===== src/rtl/mrelbp_pkg.sv =====
// Shared definitions for the MRELBP CI frame scheduler.
// Holds the FSM state encoding, the error-code values and the default
// sampling radius of the CI datapath.
package mrelbp_pkg;

   localparam int unsigned DEFAULT_RADIUS = 8;

   typedef enum logic [1:0] {
      ST_IDLE  = 2'b00,
      ST_RUN   = 2'b01,
      ST_DRAIN = 2'b10,
      ST_DONE  = 2'b11
   } state_t;

   typedef enum logic [1:0] {
      ERR_NONE     = 2'b00,
      ERR_SIZE     = 2'b01,
      ERR_TIMEOUT  = 2'b10,
      ERR_SPURIOUS = 2'b11
   } err_code_t;

endpackage


===== src/rtl/mrelbp_raster_cnt.sv =====
// Raster-order column/row position counter.
// Ports:
//   clk, rst      clock, synchronous active-high reset
//   clear         return position to (0,0)
//   adv           advance one pixel in raster order
//   width, height latched frame dimensions
//   col, row      current pixel position (registered)
//   last_c        current position is the final pixel of the frame
module mrelbp_raster_cnt #(
   parameter int unsigned DIM_W = 10
) (
   input  logic             clk,
   input  logic             rst,
   input  logic             clear,
   input  logic             adv,
   input  logic [DIM_W-1:0] width,
   input  logic [DIM_W-1:0] height,
   output logic [DIM_W-1:0] col,
   output logic [DIM_W-1:0] row,
   output logic             last_c
);

   logic col_end_c;

   assign col_end_c = (col == width - DIM_W'(1));
   assign last_c    = col_end_c && (row == height - DIM_W'(1));

   // Column wraps at the end of a line and carries into the row.
   always_ff @(posedge clk) begin
      if (rst || clear) begin
         col <= '0;
         row <= '0;
      end else if (adv) begin
         if (col_end_c) begin
            col <= '0;
            row <= last_c ? '0 : row + DIM_W'(1);
         end else begin
            col <= col + DIM_W'(1);
         end
      end
   end

endmodule


===== src/rtl/mrelbp_ci_frame_sched.sv =====
// Frame scheduler for the MRELBP CI datapath: walks a raster frame, issues
// one CI request per interior pixel (RADIUS margin on every side), tracks
// returned results, detects bad frame sizes, drain timeouts and spurious
// returns.
// Ports:
//   clk, rst                 clock, synchronous active-high reset
//   start_i, width_i/height_i frame start request and dimensions
//   pix_valid_i              one raster pixel presented
//   ci_done_o                issue strobe to CI datapath
//   ci_valid_i, ci_bit_i     CI result return and its bit
//   busy_o, frame_done_o     status / completion pulse
//   err_o, err_code_o        error pulse and code
//   hist_ones_o/hist_total_o CI statistics (only with MRELBP_CI_HIST_EN)
// Optional feature macro: MRELBP_CI_HIST_EN
module mrelbp_ci_frame_sched
   import mrelbp_pkg::*;
#(
   parameter int unsigned DIM_W   = 10,
   parameter int unsigned RADIUS  = DEFAULT_RADIUS,
   parameter int unsigned TIMEOUT = 64
) (
   input  logic               clk,
   input  logic               rst,
   input  logic               start_i,
   input  logic [DIM_W-1:0]   width_i,
   input  logic [DIM_W-1:0]   height_i,
   input  logic               pix_valid_i,
   output logic               ci_done_o,
   input  logic               ci_valid_i,
   input  logic               ci_bit_i,
   output logic               busy_o,
   output logic               frame_done_o,
   output logic               err_o,
`ifdef MRELBP_CI_HIST_EN
   output logic [2*DIM_W-1:0] hist_ones_o,
   output logic [2*DIM_W-1:0] hist_total_o,
`endif
   output logic [1:0]         err_code_o
);

   localparam int unsigned CNT_W = 2*DIM_W;
   localparam int unsigned TMO_W = $clog2(TIMEOUT+1);
   localparam logic [DIM_W-1:0] MIN_DIM = DIM_W'(2*RADIUS+1);
   localparam logic [DIM_W-1:0] MARGIN  = DIM_W'(2*RADIUS);

   state_t           state;
   logic [DIM_W-1:0] width_q;
   logic [DIM_W-1:0] height_q;
   logic [DIM_W-1:0] col;
   logic [DIM_W-1:0] row;
   logic             last_c;
   logic [CNT_W-1:0] issued;
   logic [CNT_W-1:0] returned;
   logic [TMO_W-1:0] tmo_cnt;

   logic pix_c;
   logic start_ok_c;
   logic issue_c;
   logic spurious_c;
   logic ret_c;
   logic drain_done_c;

   assign pix_c        = pix_valid_i && (state == ST_RUN);
   assign start_ok_c   = start_i && (state == ST_IDLE) &&
                         (width_i >= MIN_DIM) && (height_i >= MIN_DIM);
   assign issue_c      = pix_c && (row >= MARGIN) && (col >= MARGIN);
   // A return with nothing outstanding is an error and is not counted.
   assign spurious_c   = ci_valid_i && (returned == issued);
   assign ret_c        = ci_valid_i && !spurious_c &&
                         ((state == ST_RUN) || (state == ST_DRAIN));
   assign drain_done_c = ret_c && ((returned + CNT_W'(1)) == issued);

   mrelbp_raster_cnt #(
      .DIM_W (DIM_W)
   ) u_raster (
      .clk    (clk),
      .rst    (rst),
      .clear  (start_ok_c),
      .adv    (pix_c),
      .width  (width_q),
      .height (height_q),
      .col    (col),
      .row    (row),
      .last_c (last_c)
   );

   // Frame FSM with registered status/strobe outputs.
   always_ff @(posedge clk) begin
      if (rst) begin
         state        <= ST_IDLE;
         width_q      <= '0;
         height_q     <= '0;
         issued       <= '0;
         returned     <= '0;
         tmo_cnt      <= '0;
         ci_done_o    <= 1'b0;
         busy_o       <= 1'b0;
         frame_done_o <= 1'b0;
         err_o        <= 1'b0;
         err_code_o   <= ERR_NONE;
      end else begin
         ci_done_o    <= issue_c;
         frame_done_o <= 1'b0;
         err_o        <= 1'b0;
         err_code_o   <= ERR_NONE;

         if (issue_c) issued   <= issued + CNT_W'(1);
         if (ret_c)   returned <= returned + CNT_W'(1);

         if (spurious_c) begin
            err_o      <= 1'b1;
            err_code_o <= ERR_SPURIOUS;
         end

         unique case (state)
            ST_IDLE: begin
               if (start_ok_c) begin
                  width_q  <= width_i;
                  height_q <= height_i;
                  issued   <= '0;
                  returned <= '0;
                  busy_o   <= 1'b1;
                  state    <= ST_RUN;
               end else if (start_i) begin
                  err_o      <= 1'b1;
                  err_code_o <= ERR_SIZE;
               end
            end
            ST_RUN: begin
               if (pix_c && last_c) begin
                  tmo_cnt <= '0;
                  state   <= ST_DRAIN;
               end
            end
            ST_DRAIN: begin
               if (drain_done_c) begin
                  state <= ST_DONE;
               end else if (ret_c) begin
                  tmo_cnt <= '0;
               end else if (tmo_cnt == TMO_W'(TIMEOUT-1)) begin
                  err_o      <= 1'b1;
                  err_code_o <= ERR_TIMEOUT;
                  state      <= ST_DONE;
               end else begin
                  tmo_cnt <= tmo_cnt + TMO_W'(1);
               end
            end
            ST_DONE: begin
               frame_done_o <= 1'b1;
               busy_o       <= 1'b0;
               state        <= ST_IDLE;
            end
         endcase
      end
   end

`ifdef MRELBP_CI_HIST_EN
   // CI result statistics; held after the frame until the next accepted start.
   always_ff @(posedge clk) begin
      if (rst || start_ok_c) begin
         hist_ones_o  <= '0;
         hist_total_o <= '0;
      end else if (ret_c) begin
         hist_total_o <= hist_total_o + CNT_W'(1);
         if (ci_bit_i) hist_ones_o <= hist_ones_o + CNT_W'(1);
      end
   end
`endif

endmodule

===== config.mk =====
export PLATFORM = sky130hd
export DESIGN_NAME = mrelbp_ci_frame_sched
export DESIGN_NICKNAME = d
export VERILOG_FILES = /design/src/rtl/mrelbp_pkg.sv /design/src/rtl/mrelbp_raster_cnt.sv /design/src/rtl/mrelbp_ci_frame_sched.sv
export SDC_FILE = /design/constraint.sdc
export NUM_CORES = 1
export LEC_CHECK = 0
export ABC_AREA = 1
export BUFFER_PORTS_ARGS = -buffer_cell sky130_fd_sc_hd__buf_2
export CORE_MARGIN = 2
export CORE_UTILIZATION = 55
export CTS_BUF_LIST = sky130_fd_sc_hd__clkbuf_8
export DETAILED_ROUTE_END_ITERATION = 10
export MAX_ROUTING_LAYER = met4
export PLACE_DENSITY = 0.75
export SKIP_LAST_GASP = 1
export SLEW_MARGIN = 20
export SYNTH_ARGS = -nofsm -noshare
export SYNTH_HDL_FRONTEND = slang
export SYNTH_SLANG_ARGS = --single-unit

===== constraint.sdc =====
create_clock -name clk -period 3 [get_ports clk]
set_clock_uncertainty 0.2 [all_clocks]
set_input_delay 0.75 -clock clk [delete_from_list [all_inputs] [get_ports clk]]
set_output_delay 0.75 -clock clk [all_outputs]
set_load 0.005 [all_outputs]

==> reports/qor.csv <==
stage,metric,value,unit
global_routing,gr usage total,0.258,
route,First DRT Iteration DRCs,359,
route,Post-DRT Antenna Nets,0,
clock_network,Post-CTS Hold Buffers,0,
setup_path,worst endpoint required time,3.12,ns
floorplan,die width,109,um
global_routing,antenna violations before repair,0,
setup_path,worst r2r src,height_q[0],
setup_path,arrival time at the worst endpoint,2.77,ns
clock_network,clk slew on worst S/H paths,0.10,ns
finish,layout cells sized above 1,0.0947,
clock_network,CTS tree,done,
synthesis,#FFs+latches synth,95,
synthesis,Mapped Cells,933,
synthesis,sequential area share after synthesis,0.314,
route,drt pass-1 iters,5,
clock_network,htree depth,3,
finish,"commonest cells after routing, fill and taps aside","nand2_1 (223), nor2_1 (143), inv_1 (116), dfxtp_1 (95), nand3_1 (54)",
setup_path,Critical Path Source Type,register,
min_path,Hold Crit Depth,2,
clock_network,clock sinks,95,
pwr,Logic pwr share,0.366,
min_path,HP Start,width_q[9],
finish,"commonest non-fill, non-tap cell in the layout",nand2_1,
setup_path,"CP delay by family, top",simple AND/OR/NAND/NOR gates,
timing,number of setup violations in the final report,0,
min_path,Hold Path End,width_q[9],
global_routing,grt ovf,0,
setup_path,Slowest cell on crit path,dfxtp_1,
finish,Reg area,1900,um2
synthesis,synthesized area,6050,um2
setup_path,crit-path cells,inv_1 -> ha_1 -> nand2_1 -> nor2_1 -> nand2_1 -> nand2_1 -> nand2_1 -> nor2_1 -> nand2_1 -> nor2_1 -> nand4_1 -> nand2_1 -> nand2_1 -> inv_1 -> nand2_8 -> nand2_1 -> nand2_1 -> nor2_1,
finish,cell area after layout,6590,um2
route,vias per cell,5.17,
setup_path,flop2flop setup slack,0.35,ns
timing,Final Hold Vio Count,0,
route,via count,5739,
floorplan,area of the die,11900,um2
synthesis,Synth cell types,36,
placed_design,GP Congestion,0.947,
floorplan,# rows,38,
clock_network,post-cts repair resize count,0,
timing,final slew viol count,0,
finish,nets,1005,
setup_path,CP Depth,18,
setup_path,worst-path fanout max,9,
global_routing,largest net degree at the start of global routing,26,
pwr,Reg power frac,0.399,
pwr,Worst VDD drop,521,uV
timing,maximum clock frequency,377,MHz
timing,RSZ-0062 raised after global routing,false,
finish,fill count,1046,
setup_path,"Top cell by count, worst path",nand2_1,
floorplan,core footprint,10800,um2
pwr,Switching Share,0.389,
setup_path,WP buf/inv,2,
synthesis,synth top area cells,"dfxtp_1 (31%), nand2_1 (14%), nor2_1 (8.9%)",
timing,Max-slew headroom,0.658,
global_routing,global-route wire length before repair,23600,um
global_routing,number of global-route vias before repair,5304,
pwr,Switch Pwr,1.46,mW
floorplan,num ports,32,
clock_network,total CTS buffers,9,
timing,post-route setup TNS,0,ns
synthesis,post-synth top area cell,dfxtp_1,
synthesis,synth warn,0,
timing,Worst-Margin Slew,0.510,ns
pwr,Clock power frac,0.235,
synthesis,synthesized area per cell,6.49,um2
setup_path,Worst setup EP type,register,
route,DRC viols,0,
route,routed len/inst,12.5,um
clock_network,CTS root buf,clkbuf_8,
finish,n_diodes,0,
setup_path,Worst Reg-to-Reg Cells,18,
synthesis,share of the synthesized area in the top cell type,0.314,
pwr,Int Power,2.30,mW
pwr,Power Total,3.76,mW
route,Routed WL,13900,um
placed_design,I/O Buffers,30,
clock_network,"Clk Latency, worst-skew pair",0.38,ns
pwr,PD cells,571,nW/um2
setup_path,Crit Path Category,reg -> reg,
outcome,status,"finished, final reports clean",
finish,Layout area overhead,8.83,%
pwr,Leakage,2.84,nW
setup_path,Reg-to-Reg End,tmo_cnt[4],
floorplan,Initial Util,0.561,
min_path,Hold WC Path Type,reg -> reg,
timing,post-layout min period,2.65,ns
timing,period utilization,0.883,
synthesis,Post-Syn Nets,972,
clock_network,Post-CTS Repair Setup Buffers,0,
flow_run,MaxCap Viol Count,0,
placed_design,DP HPWL,10800,um
setup_path,largest stage delay on the critical path,0.32,ns
finish,area occupied by multi-input gates,3610,um2
clock_network,clk buf depth,2,
floorplan,Vert. Die Dim,109,um
placed_design,dpl cell area,6380,um2
finish,final core utilization,0.610,
## through the flow
stage          worst slack [ns]  hold WS [ns]  instances
5_1_grt                  0.0195         0.309       1111
3_5_place_dp              0.146         0.272       1095
6_report                  0.350         0.282       1111
4_1_cts                   0.354         0.286       1111
3_3_place_gp              0.166         0.266       1095
2_1_floorplan             0.618         0.247        933
## cells by family (layout without fill, tap and decap cells)
| kind of cell | Yosys count | count (layout) | synth area share |
|---|---|---|---|
| buf+inv | 140 | 178 | 0.0891 |
| xor+xnor | 62 | 62 | 0.0897 |
| simple gates | 519 | 519 | 0.387 |
| fa+ha+maj | 13 | 13 | 0.0269 |
| flops | 95 | 95 | 0.314 |
| compound gates | 104 | 104 | 0.0928 |
## power groups by stage
stage | sequential, mW | combinational, mW | clock, mW
2_1_floorplan | 1.51 | 1.07 | 0
3_3_place_gp | 1.53 | 1.35 | 0
3_5_place_dp | 1.53 | 1.37 | 0
4_1_cts | 1.50 | 1.38 | 0.909
5_1_grt | 1.52 | 1.61 | 0.957
6_report | 1.50 | 1.38 | 0.885
## state kept, by name (all words and copies together) (netlist names), 7 cells and up
| name | cells |
|---|---|
| returned | 20 |
| issued | 20 |
| height_q | 10 |
| u_raster.col | 10 |
| u_raster.row | 10 |
| width_q | 10 |
| tmo_cnt | 7 |
## worst register-to-register path, stage by stage, from the launching register on
cell,delay (ns)
dfxtp_1,0.32
inv_1,0.12
ha_1,0.24
nand2_1,0.11
nor2_1,0.16
nand2_1,0.07
nand2_1,0.06
nand2_1,0.05
nor2_1,0.08
nand2_1,0.06
nor2_1,0.25
nand4_1,0.23
nand2_1,0.12
nand2_1,0.05
inv_1,0.20
nand2_8,0.10
nand2_1,0.06
nand2_1,0.04
nor2_1,0.09
## layout make-up
cell class / count / share of cell area
Sequential cell: 95 / 0.289
Multi-Input combinational cell: 698 / 0.548
Clock buffer: 10 / 0.0209
Tap cell: 140 / 0.0266
Inverter: 120 / 0.0684
Clock inverter: 6 / 0.0106
Timing Repair Buffer: 42 / 0.0365
## Yosys cell counts
cell        n
a211oi_1    4
a21oi_1    48
a221oi_1    1
a31oi_1     3
buf_2      11
clkbuf_1    9
dfxtp_1    95
ha_1       13
inv_1     116
inv_2       4
nand2_1   223
nand2_2     6
nand2_4     4
nand2_8     1
nand3_1    54
nand3_2     3
nand3b_1    7
nand4_1    21
nor2_1    143
nor2_2      6
nor2_4      7
nor2_8      1
nor3_1     30
nor3_4      1
nor3b_1     5
nor4_1      4
o21a_1      5
o21ai_0    37
o21ai_1     2
o21bai_1    2
o31ai_1     1
o41ai_1     1
or2_1       2
or2_2       1
xnor2_1    24
xor2_1     38
## per-layer routing
metal | GRT usage | share of wire | wire (um)
met1 | 0.323 | 0.47 | 6560
met2 | 0.418 | 0.47 | 6490
met3 | 0.0395 | 0.039 | 536
met4 | 0.0980 | 0.023 | 320
met5 | - | 0 | 0
## worst max-delay path by stage
stage / startpoint / to / slack, ns
2_1_floorplan: height_i[1] / height_q[8] / 0.62
3_3_place_gp: height_i[1] / u_raster.col[2] / 0.17
3_5_place_dp: height_i[1] / u_raster.col[2] / 0.15
4_1_cts: height_q[0] / tmo_cnt[5] / 0.35
5_1_grt: height_q[0] / tmo_cnt[5] / 0.02
6_report: height_q[0] / tmo_cnt[4] / 0.35
(Power assumes the default switching activity.)
